<file path="src/rtl/wls_pkg.sv">
// Shared types and defaults for the weight-load sequencer.
package wls_pkg;

  typedef enum logic [2:0] {
    IDLE,
    FETCH,
    DRAIN,
    WAIT_ACK,
    FIN
  } state_t;

  localparam int DRAIN_CYCLES = 2;
  localparam int ROWS_DEF     = 4;
  localparam int AW_DEF       = 10;
  localparam int DW_DEF       = 32;

endpackage

</file>
<file path="src/rtl/wls_addr_gen.sv">
// Row/tile counters and wrapping SRAM address (base + tile*ROWS + row).
module wls_addr_gen #(
  parameter int ROWS = 4,
  parameter int AW   = 10,
  parameter int RW   = 2
) (
  input  logic          clk,
  input  logic          srst,
  input  logic          clr,
  input  logic          step,
  input  logic [AW-1:0] base,
  input  logic [7:0]    ntiles,
  output logic          row_last,
  output logic          tile_last,
  output logic [RW-1:0] row,
  output logic [AW-1:0] addr
);

  logic [RW-1:0] row_q, row_d;
  logic [7:0]    tile_q, tile_d;

  assign row_last  = (row_q == RW'(ROWS - 1));
  assign tile_last = (tile_q == ntiles - 8'd1);
  assign row       = row_q;
  // Sum is held to AW bits, so addresses wrap modulo 2^AW.
  assign addr      = base + AW'(tile_q) * AW'(ROWS) + AW'(row_q);

  always_comb begin
    row_d  = row_q;
    tile_d = tile_q;
    if (clr) begin
      row_d  = '0;
      tile_d = '0;
    end else if (step) begin
      if (row_last) begin
        row_d  = '0;
        tile_d = tile_q + 8'd1;
      end else begin
        row_d = row_q + RW'(1);
      end
    end
  end

  always_ff @(posedge clk) begin
    if (srst) begin
      row_q  <= '0;
      tile_q <= '0;
    end else begin
      row_q  <= row_d;
      tile_q <= tile_d;
    end
  end

endmodule

</file>
<file path="src/rtl/weight_load_seq.sv">
// Streams weight tiles from SRAM onto the MAC-array weight-load bus, one row per cycle.
// Optional ABORT input is built in when WLS_ABORT_EN is defined.
module weight_load_seq
  import wls_pkg::*;
#(
  parameter int  ROWS = ROWS_DEF,
  parameter int  AW   = AW_DEF,
  parameter int  DW   = DW_DEF,
  localparam int RW   = (ROWS > 1) ? $clog2(ROWS) : 1
) (
  input  logic          CLK,
  input  logic          RST,
  input  logic          START,
  input  logic [AW-1:0] BASE_ADDR,
  input  logic [7:0]    NTILES,
  input  logic [4:0]    SHAMT,
  input  logic          TILE_ACK,
`ifdef WLS_ABORT_EN
  input  logic          ABORT,
`endif
  output logic          MEM_RE,
  output logic [AW-1:0] MEM_ADDR,
  input  logic [DW-1:0] MEM_RDATA,
  output logic          WLoad1,
  output logic [DW-1:0] WDATA1,
  output logic [4:0]    shamt1,
  output logic [RW-1:0] WROW1,
  output logic          BUSY,
  output logic          DONE
);

  state_t        state_q, state_d;
  logic [1:0]    drain_q, drain_d;
  logic          more_q, more_d;
  logic [AW-1:0] base_q, base_d;
  logic [7:0]    ntiles_q, ntiles_d;
  logic [4:0]    job_shamt_q, job_shamt_d;
  logic          mem_re_q, mem_re_d;
  logic          busy_q, busy_d;
  logic          done_q, done_d;
  logic          rv_q, rv_d;
  logic [RW-1:0] rtag_q, rtag_d;
  logic          wload_q, wload_d;
  logic [DW-1:0] wdata_q, wdata_d;
  logic [4:0]    shamt_q, shamt_d;
  logic [RW-1:0] wrow_q, wrow_d;

  logic          ag_clr, ag_step, row_last, tile_last;
  logic [RW-1:0] cur_row;
  logic [AW-1:0] cur_addr;
  logic          abort_w, abort_hit;

`ifdef WLS_ABORT_EN
  assign abort_w = ABORT;
`else
  assign abort_w = 1'b0;
`endif
  assign abort_hit = abort_w && (state_q != IDLE);

  wls_addr_gen #(.ROWS(ROWS), .AW(AW), .RW(RW)) u_addr_gen (
    .clk      (CLK),
    .srst     (RST),
    .clr      (ag_clr),
    .step     (ag_step),
    .base     (base_q),
    .ntiles   (ntiles_q),
    .row_last (row_last),
    .tile_last(tile_last),
    .row      (cur_row),
    .addr     (cur_addr)
  );

  always_comb begin
    state_d     = state_q;
    drain_d     = drain_q;
    more_d      = more_q;
    base_d      = base_q;
    ntiles_d    = ntiles_q;
    job_shamt_d = job_shamt_q;
    ag_clr      = 1'b0;
    ag_step     = 1'b0;
    case (state_q)
      IDLE: begin
        if (START) begin
          base_d      = BASE_ADDR;
          ntiles_d    = NTILES;
          job_shamt_d = SHAMT;
          ag_clr      = 1'b1;
          state_d     = (NTILES != 8'd0) ? FETCH : FIN;
        end
      end
      FETCH: begin
        ag_step = 1'b1;
        if (row_last) begin
          state_d = DRAIN;
          drain_d = '0;
          more_d  = !tile_last;
        end
      end
      DRAIN: begin
        // Hold until the final read of the tile has reached the bus.
        if (drain_q == 2'(DRAIN_CYCLES - 1)) begin
          state_d = more_q ? WAIT_ACK : FIN;
        end else begin
          drain_d = drain_q + 2'd1;
        end
      end
      WAIT_ACK: begin
        if (TILE_ACK) state_d = FETCH;
      end
      FIN:     state_d = IDLE;
      default: state_d = IDLE;
    endcase
    if (abort_hit) begin
      state_d = IDLE;
      ag_clr  = 1'b1;
    end
  end

  always_comb begin
    mem_re_d = (state_d == FETCH);
    busy_d   = (state_d != IDLE);
    done_d   = (state_d == FIN);
    rv_d     = mem_re_q && !abort_hit;
    rtag_d   = cur_row;
    wload_d  = rv_q && !abort_hit;
    wdata_d  = wload_d ? MEM_RDATA : '0;
    wrow_d   = wload_d ? rtag_q : '0;
    shamt_d  = wload_d ? job_shamt_q : '0;
  end

  always_ff @(posedge CLK) begin
    if (RST) begin
      state_q     <= IDLE;
      drain_q     <= '0;
      more_q      <= 1'b0;
      base_q      <= '0;
      ntiles_q    <= '0;
      job_shamt_q <= '0;
      mem_re_q    <= 1'b0;
      busy_q      <= 1'b0;
      done_q      <= 1'b0;
      rv_q        <= 1'b0;
      rtag_q      <= '0;
      wload_q     <= 1'b0;
      wdata_q     <= '0;
      shamt_q     <= '0;
      wrow_q      <= '0;
    end else begin
      state_q     <= state_d;
      drain_q     <= drain_d;
      more_q      <= more_d;
      base_q      <= base_d;
      ntiles_q    <= ntiles_d;
      job_shamt_q <= job_shamt_d;
      mem_re_q    <= mem_re_d;
      busy_q      <= busy_d;
      done_q      <= done_d;
      rv_q        <= rv_d;
      rtag_q      <= rtag_d;
      wload_q     <= wload_d;
      wdata_q     <= wdata_d;
      shamt_q     <= shamt_d;
      wrow_q      <= wrow_d;
    end
  end

  assign MEM_RE   = mem_re_q;
  assign MEM_ADDR = mem_re_q ? cur_addr : '0;
  assign WLoad1   = wload_q;
  assign WDATA1   = wdata_q;
  assign shamt1   = shamt_q;
  assign WROW1    = wrow_q;
  assign BUSY     = busy_q;
  assign DONE     = done_q;

endmodule

</file>
<file path="config.mk">
export PLATFORM = sky130hd
export DESIGN_NAME = weight_load_seq
export DESIGN_NICKNAME = d
export VERILOG_FILES = /design/src/rtl/wls_pkg.sv /design/src/rtl/wls_addr_gen.sv /design/src/rtl/weight_load_seq.sv
export SDC_FILE = /design/constraint.sdc
export NUM_CORES = 1
export LEC_CHECK = 0
export CAP_MARGIN = 10
export CORE_MARGIN = 2
export CORE_UTILIZATION = 45
export CTS_CLUSTER_DIAMETER = 50
export DETAILED_ROUTE_END_ITERATION = 10
export PLACE_DENSITY = 0.79
export SYNTH_ARGS = -nofsm -noshare
export SYNTH_HDL_FRONTEND = slang
export SYNTH_SLANG_ARGS = --single-unit
export TNS_END_PERCENT = 1
</file>
<file path="constraint.sdc">
create_clock -name CLK -period 3.21 [get_ports CLK]
set_input_delay 0.642 -clock CLK [delete_from_list [all_inputs] [get_ports CLK]]
set_output_delay 0.642 -clock CLK [all_outputs]
set_load 0.1 [all_outputs]
</file>
# Yosys cells after proc, flatten, opt, wreduce, memory -nomap -nowiden
# Cells that the tools add are included.
[word_totals]
latch_bits = 0
ff_bits = 85
romBits = 0
out_inout_bits = 53
elab_cells = 60
input_bits = 59
mem_bits_rw = 0
memories = 0
[classes]
mul = 0
n_reduce_logical = 11
add_sub_neg = 6
shift = 0
muxes = 15
bitwise = 1
order_cmp = 0
eq_ne = 10
div_mod_pow = 0
[ops]
columns = ["operator", "n"]
rows = [
  ["3-bit 2-to-1 mux", 6],
  ["3-bit one-hot mux with 4 select lines", 1],
  ["10-bit adder", 1],
  ["10-bit by 2-bit adder with 10-bit output", 1],
  ["10-bit 2-to-1 mux", 1],
  ["8-bit by 1-bit adder with 8-bit output, second input constant", 1],
  ["8-bit == test", 1],
  ["8-bit nonzero test", 1],
  ["8-bit by 1-bit subtractor with 8-bit output, second input constant", 1],
  ["3-bit by 1-bit == test with 1-bit output, second input constant", 2],
  ["3-bit by 2-bit == test with 1-bit output, second input constant", 2],
  ["2-bit 2-to-1 mux", 3],
  ["2-bit AND reduction", 3],
  ["2-bit by 1-bit adder with 2-bit output, second input constant", 2],
  ["2-bit inequality test, second input constant", 2],
  ["2-bit one-hot mux with 2 select lines", 1],
  ["2-bit OR reduction", 2],
  ["3-bit == test, second input constant", 1],
  ["3-bit zero test", 1],
  ["1-bit 2-to-1 mux", 3],
  ["3-bit AND reduction", 1],
  ["3-bit nonzero test", 1],
  ["2-bit by 1-bit == test with 1-bit output, second input constant", 1],
  ["2-bit == test, second input constant", 1],
  ["other kinds (3)", 3],
]

# Logic depth before layout (Yosys ltp)
# Gate-level depths: netlist (run 1).
[logic_depth]
word_depth = 5
ltp_mapped = 8
mapped_depth_nobuf = 8

# Modules after synthesis
# From an unflattened synthesis (run 1), not the netlist that was laid out.
[hier_totals]
cells_unflattened = 381
hier_area_um2 = 3522.1
[modules_own_cells]
columns = ["module", "area_each_um2", "seq_area_each_um2", "n_inst", "cells_per_inst"]
rows = [
  ["weight_load_seq", 2461.1, 1501.4, 1, 252],
  ["wls_addr_gen", 1061.0, 200.2, 1, 129],
]

# Worst setup path after synthesis (run 1)
# No wires, ideal clock.
[synth_path]
kind = "reg-to-output"
from = "register u_addr_gen.row_q[0], in the netlist u_addr_gen.row[0]"
to = "output MEM_ADDR[4]"
required_time_ns = 2.568
arrival_time_ns = 3.498
path_buffers = 0
path_slack_ns = -0.930
stages_incl_launch_ff = 8
cell_sequence = "dfxtp_1 > ha_1 > inv_1 > fa_1 > nor2b_1 > o21ai_0 > nor3b_1 > nor3b_1"
[synth_via]
elab_chain_len = 2
[synth_rtl]
columns = ["element", "line_no", "text"]
rows = [
  ["start, declared", "wls_addr_gen.sv:19", "logic [RW-1:0] row_q, row_d;"],
  ["start signal, assigned", "wls_addr_gen.sv:49", "row_q <= row_d;"],
  ["10-bit by 2-bit adder with 10-bit output", "wls_addr_gen.sv:26", "assign addr = base + AW'(tile_q) * AW'(ROWS) + AW'(row_q);"],
  ["10-bit 2-to-1 mux", "weight_load_seq.sv:169", "assign MEM_ADDR = mem_re_q ? cur_addr : '0;"],
  ["end, declared", "weight_load_seq.sv:22", "output logic [AW-1:0] MEM_ADDR,"],
]
# No other way between the ends.

# Final worst setup path (run 1)
[layout_path]
from = "register u_addr_gen.row_q[0], in the netlist u_addr_gen.row[0]"
to = "output MEM_ADDR[8]"
# The elaborated chain is that of the path after synthesis.

==> results of run 1 <==
==> report_power, final <==
| part | internal, mW | switching [mW] |
|---|---|---|
| clock network | 0.452 | 0.404 |
| logic | 0.147 | 0.221 |
| registers | 1.09 | 0.0260 |
| total | 1.69 | 0.651 |
==> through the flow <==
step	worst slack [ps]	instances	setup TNS, ps	hold slack [ps]	util
floorplan	-900.8	379	-1849	405.7	-
global placement	438.4	576	0	412.1	0.6241
detailed placement	365.9	576	0	413.7	0.6241
CTS	37.10	592	0	435.2	0.6553
global route	-45.78	592	-88.42	465.4	0.6557
finish	126.1	592	0	431.7	0.6557
==> cell usage in the layout, fill, tap and decap left out, drive strengths merged, types with 6 or more instances in the layout <==
cell           synthesis  layout
buf                    6      58
clkdlybuf4s50          0      58
clkbuf                12       9
nand2                 53      53
mux2i                  6       6
and2                  43      43
dfxtp                 85      85
inv                   10      13
nand3                  8       8
nor2b                  7       7
ha                    13      13
xnor2                  8       8
a21oi                 28      28
xor2                  13      13
nand3b                 6       6
nor2                  30      30
==> layer usage <==
layer | wire length (um) | global-route usage | vias to the layer above
met5 | 0 | 0 | -
met4 | 73 | 0.06965 | 0
met3 | 506 | 0.04355 | 6
met2 | 3696 | 0.3186 | 102
met1 | 3403 | 0.2200 | 1279
li1 | - | - | 1476
==> critical path, stage by stage, from the launching register on <==
cell,delay [ps]
dfxtp_2,370
ha_1,170
inv_1,50
fa_1,380
nor2b_1,170
o21ai_0,120
a21boi_1,210
o22ai_1,130
mux2i_1,260
buf_12,210
==> worst min path at each step <==
stage | from | end | slack [ps] | depth (start not counted)
floorplan | rtag_q[0]$_SDFF_PP0_ | WROW1[0]$_SDFF_PP0_ | 410 | 1
global placement | rtag_q[1]$_SDFF_PP0_ | WROW1[1]$_SDFF_PP0_ | 410 | 1
detailed placement | rtag_q[1]$_SDFF_PP0_ | WROW1[1]$_SDFF_PP0_ | 410 | 1
CTS | rtag_q[1]$_SDFF_PP0_ | WROW1[1]$_SDFF_PP0_ | 440 | 1
global route | rtag_q[1]$_SDFF_PP0_ | WROW1[1]$_SDFF_PP0_ | 470 | 1
finish | rtag_q[1]$_SDFF_PP0_ | WROW1[1]$_SDFF_PP0_ | 430 | 1
==> what timing repair did <==
item,4_1_cts,5_1_grt
hold endpoints to repair,0,0
setup endpoints to repair,2,4
gates resized for setup,1,3
pin swaps,0,1
==> registers in the layout (all words and copies together) (netlist names), 2 cells and up <==
name / cells
job_shamt_q: 5
WDATA1: 32
drain_q: 2
u_addr_gen.row: 2
shamt1: 5
WROW1: 2
u_addr_gen.tile_q: 8
base_q: 10
state_q: 3
rtag_q: 2
ntiles_q: 8
==> cells by family after synthesis <==
logic type,count (synthesis),share of synthesized area
AO/OA/AOI/OAI,51,0.08884
adder cells (fa/ha/maj),14,0.05273
XOR/XNOR,21,0.05309
multiplexers,6,0.01734
AND/OR/NAND/NOR,174,0.2618
flip-flops,85,0.4912
buffers and inverters,28,0.03503
==> cell type report <==
| type | instances | area (sq um) |
|---|---|---|
| repair buffers | 116 | 1079 |
| clock buffers | 9 | 123.9 |
| multi-input cells | 266 | 1658 |
| well taps | 99 | 123.9 |
| inverters | 10 | 37.54 |
| fillers | 626 | 2537 |
| clock inverters | 7 | 106.4 |
| flip-flops and latches | 85 | 1704 |
==> results.py, run 1 <==
metrics = {
    "outcome": {
        "status": "finished, final reports clean",
    },
    "clock_tree": {
        "cts_tree": "done",
        "numCtsBuffers": 9,
        "cts-htree-levels": 3,
        "ctsLongestPathBuffers": 2,
        "cts-root-buf": "clkbuf_8",
        "post-cts-setup-buffer-count": 0,
        "cts.clk_slew.worst_paths_ps": 90,
        "cts.sinks": 85,
        "clock_latency_ps": 360,
        "cts.hold.buffers_added": 0,
    },
    "global_route": {
        "antenna_found_initial": 0,
        "grt_first_pass_wirelength_um": 12390,
        "grt_use_total": 0.1836,
        "grt_overflow": 0,
        "grt_pass1_vias": 2731,
        "grt_max_degree": 40,
    },
    "critical_path": {
        "cp-end-kind": "output pin",
        "r2r-start": "u_addr_gen.row[0]$_SDFFE_PP0P_",
        "cp_max_fo": 5,
        "r2r-end": "u_addr_gen.tile_q[7]$_SDFFE_PP0P_",
        "crit_type": "reg -> out",
        "start_kind": "flip-flop",
        "ff2ff_path_depth": 6,
        "cp-startpoint": "u_addr_gen.row[0]$_SDFFE_PP0P_",
        "arrival_ps": 2440,
        "r2r_slack_ps": 1470,
        "crit_path_end": "MEM_ADDR[8]",
        "worstPathRequired_ps": 2570,
    },
    "die": {
        "core_area_sq_mm": 0.007370,
        "die_x_um": 91.75,
        "start_util": 0.4701,
        "rows": 31,
        "die_h_um": 91.75,
        "ios": 112,
        "die-area_sq_mm": 0.008417,
    },
    "synth": {
        "synth_flop_cell": "dfxtp_1",
        "synthesis.nets": 452,
        "avgSynthCellArea_sq_um": 9.141,
        "synthesis.instances": 379,
        "yosys-top-cells-count": "dfxtp_1, nand2_1, and2_1, nor2_1, a21oi_1",
        "ys_seq_area_frac": 0.4912,
        "ys_types": 48,
        "synth-seq-cells": 85,
        "synth_edf_count": 0,
        "synth_top_cell_area_share": 0.4912,
        "synth-async-reset-ratio": 0,
        "yosysWarnings": 0,
        "yosysMostFrequentCell": "dfxtp_1",
        "yosysTopAreaCell": "dfxtp_1",
        "synth_area_sq_mm": 0.003465,
        "synth_area_leaders": "dfxtp_1, and2_1, nand2_1",
    },
    "power": {
        "p_per_area_mw_per_mm2": 483.9,
        "total_power_mw": 2.338,
        "peakVddDrop_mv": 0.2421,
        "p_leak_nw": 2.054,
    },
    "sta": {
        "slew_headroom": 0.5821,
        "setup_viol_count_final": 0,
        "clock_skew_ps": 8.919,
        "max_slew.worst_pin.slew_ps": 626.0,
        "period_needed_ps": 3084,
        "finalHoldViolations": 0,
        "post-route-period-util": 0.9607,
        "report.final.slew_viol_count": 0,
        "max_freq_ghz": 0.3243,
        "rsz0062_at_grt": "yes",
    },
    "cells_and_area": {
        "diodes": 0,
        "synthToLayoutAreaGrowth_pct": 39.47,
        "fin_area_sq_mm": 0.004832,
        "layout-drive-gt1-share": 0.1663,
        "fin_nets": 561,
    },
    "flow_run": {
        "maxCapViolCount": 0,
    },
    "placed_design": {
        "dp_hpwl_um": 5684,
        "placement.cell_area_sq_mm": 0.004599,
        "io_buffer_count": 111,
        "gp_congestion": 0.8288,
    },
    "route": {
        "drc": 0,
        "drt_first_pass_iters": 4,
        "wire_per_inst_um": 12.97,
        "vias": 2863,
        "drt_iter0_drc": 123,
        "final_antenna_net_count": 0,
        "drt-total-wl_um": 7679,
        "via_per_inst": 4.836,
    },
    "min_path": {
        "min_path_type": "reg -> reg",
    },
}
Note: power is estimated with default switching activity, not from simulation.
==> run 2, diff against run 1 <==
- ABC_AREA: unset -> 1
- PLACE_DENSITY: 0.79 -> 0.78
==> run 2 against run 1 <==
  * Register-to-register slack better by 150 ps
  * Combinational power grew 10%
  * Highest routed layer unchanged
  * Maximum frequency up 4.2%
  * Die area increased by 5.1%
  * Sequential cell count did not move
  * Count of clock-buffer cells in the layout is 1 higher
  * Utilization down 2.1 points
  * Worst hold slack got worse by 18 ps
  * Largest cell class unchanged
  * Global-route usage rose by 0.79 points
==> results.py, run 2 <==
metrics = {
    "global_route": {
        "grt_max_degree": 41,
        "grt_pass1_vias": 3094,
        "grt_first_pass_wirelength_um": 13430,
        "grt_overflow": 0,
        "grt_use_total": 0.1915,
        "antenna_found_initial": 0,
    },
    "synth": {
        "synth_area_sq_mm": 0.003648,
        "yosysTopAreaCell": "dfxtp_1",
        "avgSynthCellArea_sq_um": 7.523,
        "synth_edf_count": 0,
        "synthesis.instances": 485,
        "synth-async-reset-ratio": 0,
        "yosysWarnings": 0,
        "yosysMostFrequentCell": "inv_1",
        "synth_top_cell_area_share": 0.4664,
        "synth_flop_cell": "dfxtp_1",
        "synth_area_leaders": "dfxtp_1, inv_1, nand2_1",
        "ys_seq_area_frac": 0.4664,
        "ys_types": 33,
        "synth-seq-cells": 85,
        "yosys-top-cells-count": "inv_1, dfxtp_1, nand2_1, nor2_1, a21oi_1",
        "synthesis.nets": 558,
    },
    "critical_path": {
        "worstPathRequired_ps": 2570,
        "cp-startpoint": "u_addr_gen.row[0]$_SDFFE_PP0P_",
        "critPathMaxStageDelay_ps": 420,
        "cpMaxStageDelayCell": "fa_1",
        "cp_top_family": "adder cells",
        "cp-end-kind": "output pin",
        "start_kind": "flip-flop",
        "crit_path_end": "MEM_ADDR[8]",
        "ff2ff_path_depth": 8,
        "arrival_ps": 2320,
        "crit_buf_inv": 2,
        "cp_cell_sequence": "ha_1 > inv_1 > fa_1 > o21ai_2 > nand4_1 > nand3_1 > nand2_1 > nor2_1 > buf_12",
        "cp_max_fo": 4,
        "r2r_slack_ps": 1620,
        "r2r-end": "u_addr_gen.tile_q[1]$_SDFFE_PP0P_",
        "crit_type": "reg -> out",
        "r2r-start": "state_q[0]$_SDFF_PP0_",
        "crit_cells": 9,
    },
    "sta": {
        "max_freq_ghz": 0.3378,
        "clock_skew_ps": 9.816,
        "rsz0062_at_grt": "no",
        "finalHoldViolations": 0,
        "post-route-period-util": 0.9221,
        "period_needed_ps": 2960,
        "hold_slack_ps": 413.2,
        "slew_headroom": 0.7479,
        "setup_viol_count_final": 0,
        "fin_ws_ps": 249.9,
        "report.final.slew_viol_count": 0,
        "max_slew.worst_pin.slew_ps": 377.9,
    },
    "min_path": {
        "min_path_cells": 2,
        "worstHoldStart": "rtag_q[0]$_SDFF_PP0_",
        "min_path_type": "reg -> reg",
    },
    "cells_and_area": {
        "finalNonFillerCells": 705,
        "fin_nets": 671,
        "synthToLayoutAreaGrowth_pct": 35.80,
        "final_common_cell": "inv_1",
        "diodes": 0,
        "post-route-util": 0.6346,
        "final_cell_mix": "inv_1, dfxtp_1, nand2_1, nor2_1, clkdlybuf4s50_1",
        "largest_reg_flops": 32,
        "layout-drive-gt1-share": 0.1459,
        "fillers": 680,
    },
    "clock_tree": {
        "numCtsBuffers": 9,
        "cts.clk_slew.worst_paths_ps": 90,
        "cts.sinks": 85,
        "clock_latency_ps": 350,
        "cts_tree": "done",
        "ctsLongestPathBuffers": 2,
        "cts-htree-levels": 3,
        "cts-root-buf": "clkbuf_8",
    },
    "die": {
        "rows": 32,
        "die_x_um": 94.05,
        "die-area_sq_mm": 0.008844,
        "die_h_um": 94.05,
        "start_util": 0.4673,
        "core_area_sq_mm": 0.007807,
        "ios": 112,
    },
    "power": {
        "p_seq_frac": 0.490,
        "comb_power_share": 0.179,
        "switchingPower_uw": 674.5,
        "p_leak_nw": 2.385,
        "p_clk_frac": 0.331,
        "p_per_area_mw_per_mm2": 459.6,
        "swShare": 0.2962,
        "internal-power_mw": 1.603,
        "peakVddDrop_mv": 0.3409,
    },
    "route": {
        "drt_first_pass_iters": 4,
        "final_antenna_net_count": 0,
        "vias": 3342,
        "wl_met1_um": 3736,
        "met2_length_um": 3988,
        "drt-total-wl_um": 8429,
        "met3_length_um": 607,
        "via_per_inst": 4.740,
        "dr.max_layer_used": "met4",
        "drc": 0,
        "wire_per_inst_um": 11.96,
        "drt_iter0_drc": 130,
    },
    "placed_design": {
        "gp_congestion": 0.9553,
        "dp.cells": 689,
        "dp_slack_ps": 452.8,
        "dp_hpwl_um": 6566,
        "io_buffer_count": 111,
    },
    "outcome": {
        "status": "finished, final reports clean",
    },
    "flow_run": {
        "maxCapViolCount": 0,
    },
}
[run 2: worst register-to-register path, stage by stage (launching register included)]
cell     delay, ps
dfxtp_1        460
nor2_2          80
nand2_1         80
inv_2           50
nand2_4        290
nand2_2        220
inv_2          140
o21ai_0        100
a21oi_1        120
[run 2: what timing repair did]
action,4_1_cts,5_1_grt
resized for setup,0,2
setup endpoints to repair,0,3
hold buffers,0,0
setup buffers,0,0
[run 2: worst min path at each step]
stage                           to  slack (ps)
6_report       WROW1[0]$_SDFF_PP0_         410
5_1_grt        WROW1[1]$_SDFF_PP0_         440
4_1_cts        WROW1[0]$_SDFF_PP0_         420
3_5_place_dp   WROW1[0]$_SDFF_PP0_         400
3_3_place_gp   WROW1[0]$_SDFF_PP0_         400
2_1_floorplan  WROW1[0]$_SDFF_PP0_         390
[run 2: per-layer routing]
metal  GRT usage  up-vias
met5           0        -
met4     0.06401        0
met3     0.04655       13
met2      0.3351      125
met1      0.2291     1479
li1            -     1725
[run 2: layout make-up]
| class | count | area (sq um) | area share |
|---|---|---|---|
| Inverter | 93 | 349.1 | 0.07045 |
| Multi-Input combinational cell | 295 | 1540 | 0.3109 |
| Timing Repair Buffer | 114 | 1039 | 0.2096 |
| Sequential cell | 85 | 1702 | 0.3434 |
| Clock inverter | 6 | 70.07 | 0.01414 |
| Tap cell | 102 | 127.6 | 0.02576 |
| Clock buffer | 10 | 127.6 | 0.02576 |
[run 2: logic make-up after synthesis]
kind of cell             after synthesis  share of synthesized area
AND/OR/NAND/NOR                      190                     0.2287
buffers and inverters                105                     0.1125
flip-flops                            85                     0.4664
AO/OA/AOI/OAI                         82                     0.1207
adder cells (fa/ha/maj)               14                    0.05007
XOR/XNOR                               9                    0.02160
[run 2: power by group through the flow]
stage | Combinational [mW] | Sequential, mW | Clock [mW]
2_1_floorplan | 0.182 | 1.23 | 0
3_3_place_gp | 0.402 | 1.14 | 0
3_5_place_dp | 0.407 | 1.14 | 0
4_1_cts | 0.409 | 1.12 | 0.771
5_1_grt | 0.442 | 1.12 | 0.817
6_report | 0.407 | 1.12 | 0.755
[run 2: metrics by stage]
stage / total power, mW / setup TNS, ps / cell area (sq um)
2_1_floorplan: 1.407 / -1110 / 3649
3_3_place_gp: 1.541 / 0 / 4753
3_5_place_dp: 1.548 / 0 / 4753
4_1_cts: 2.296 / 0 / 4951
5_1_grt: 2.380 / 0 / 4955
6_report: 2.277 / 0 / 4955
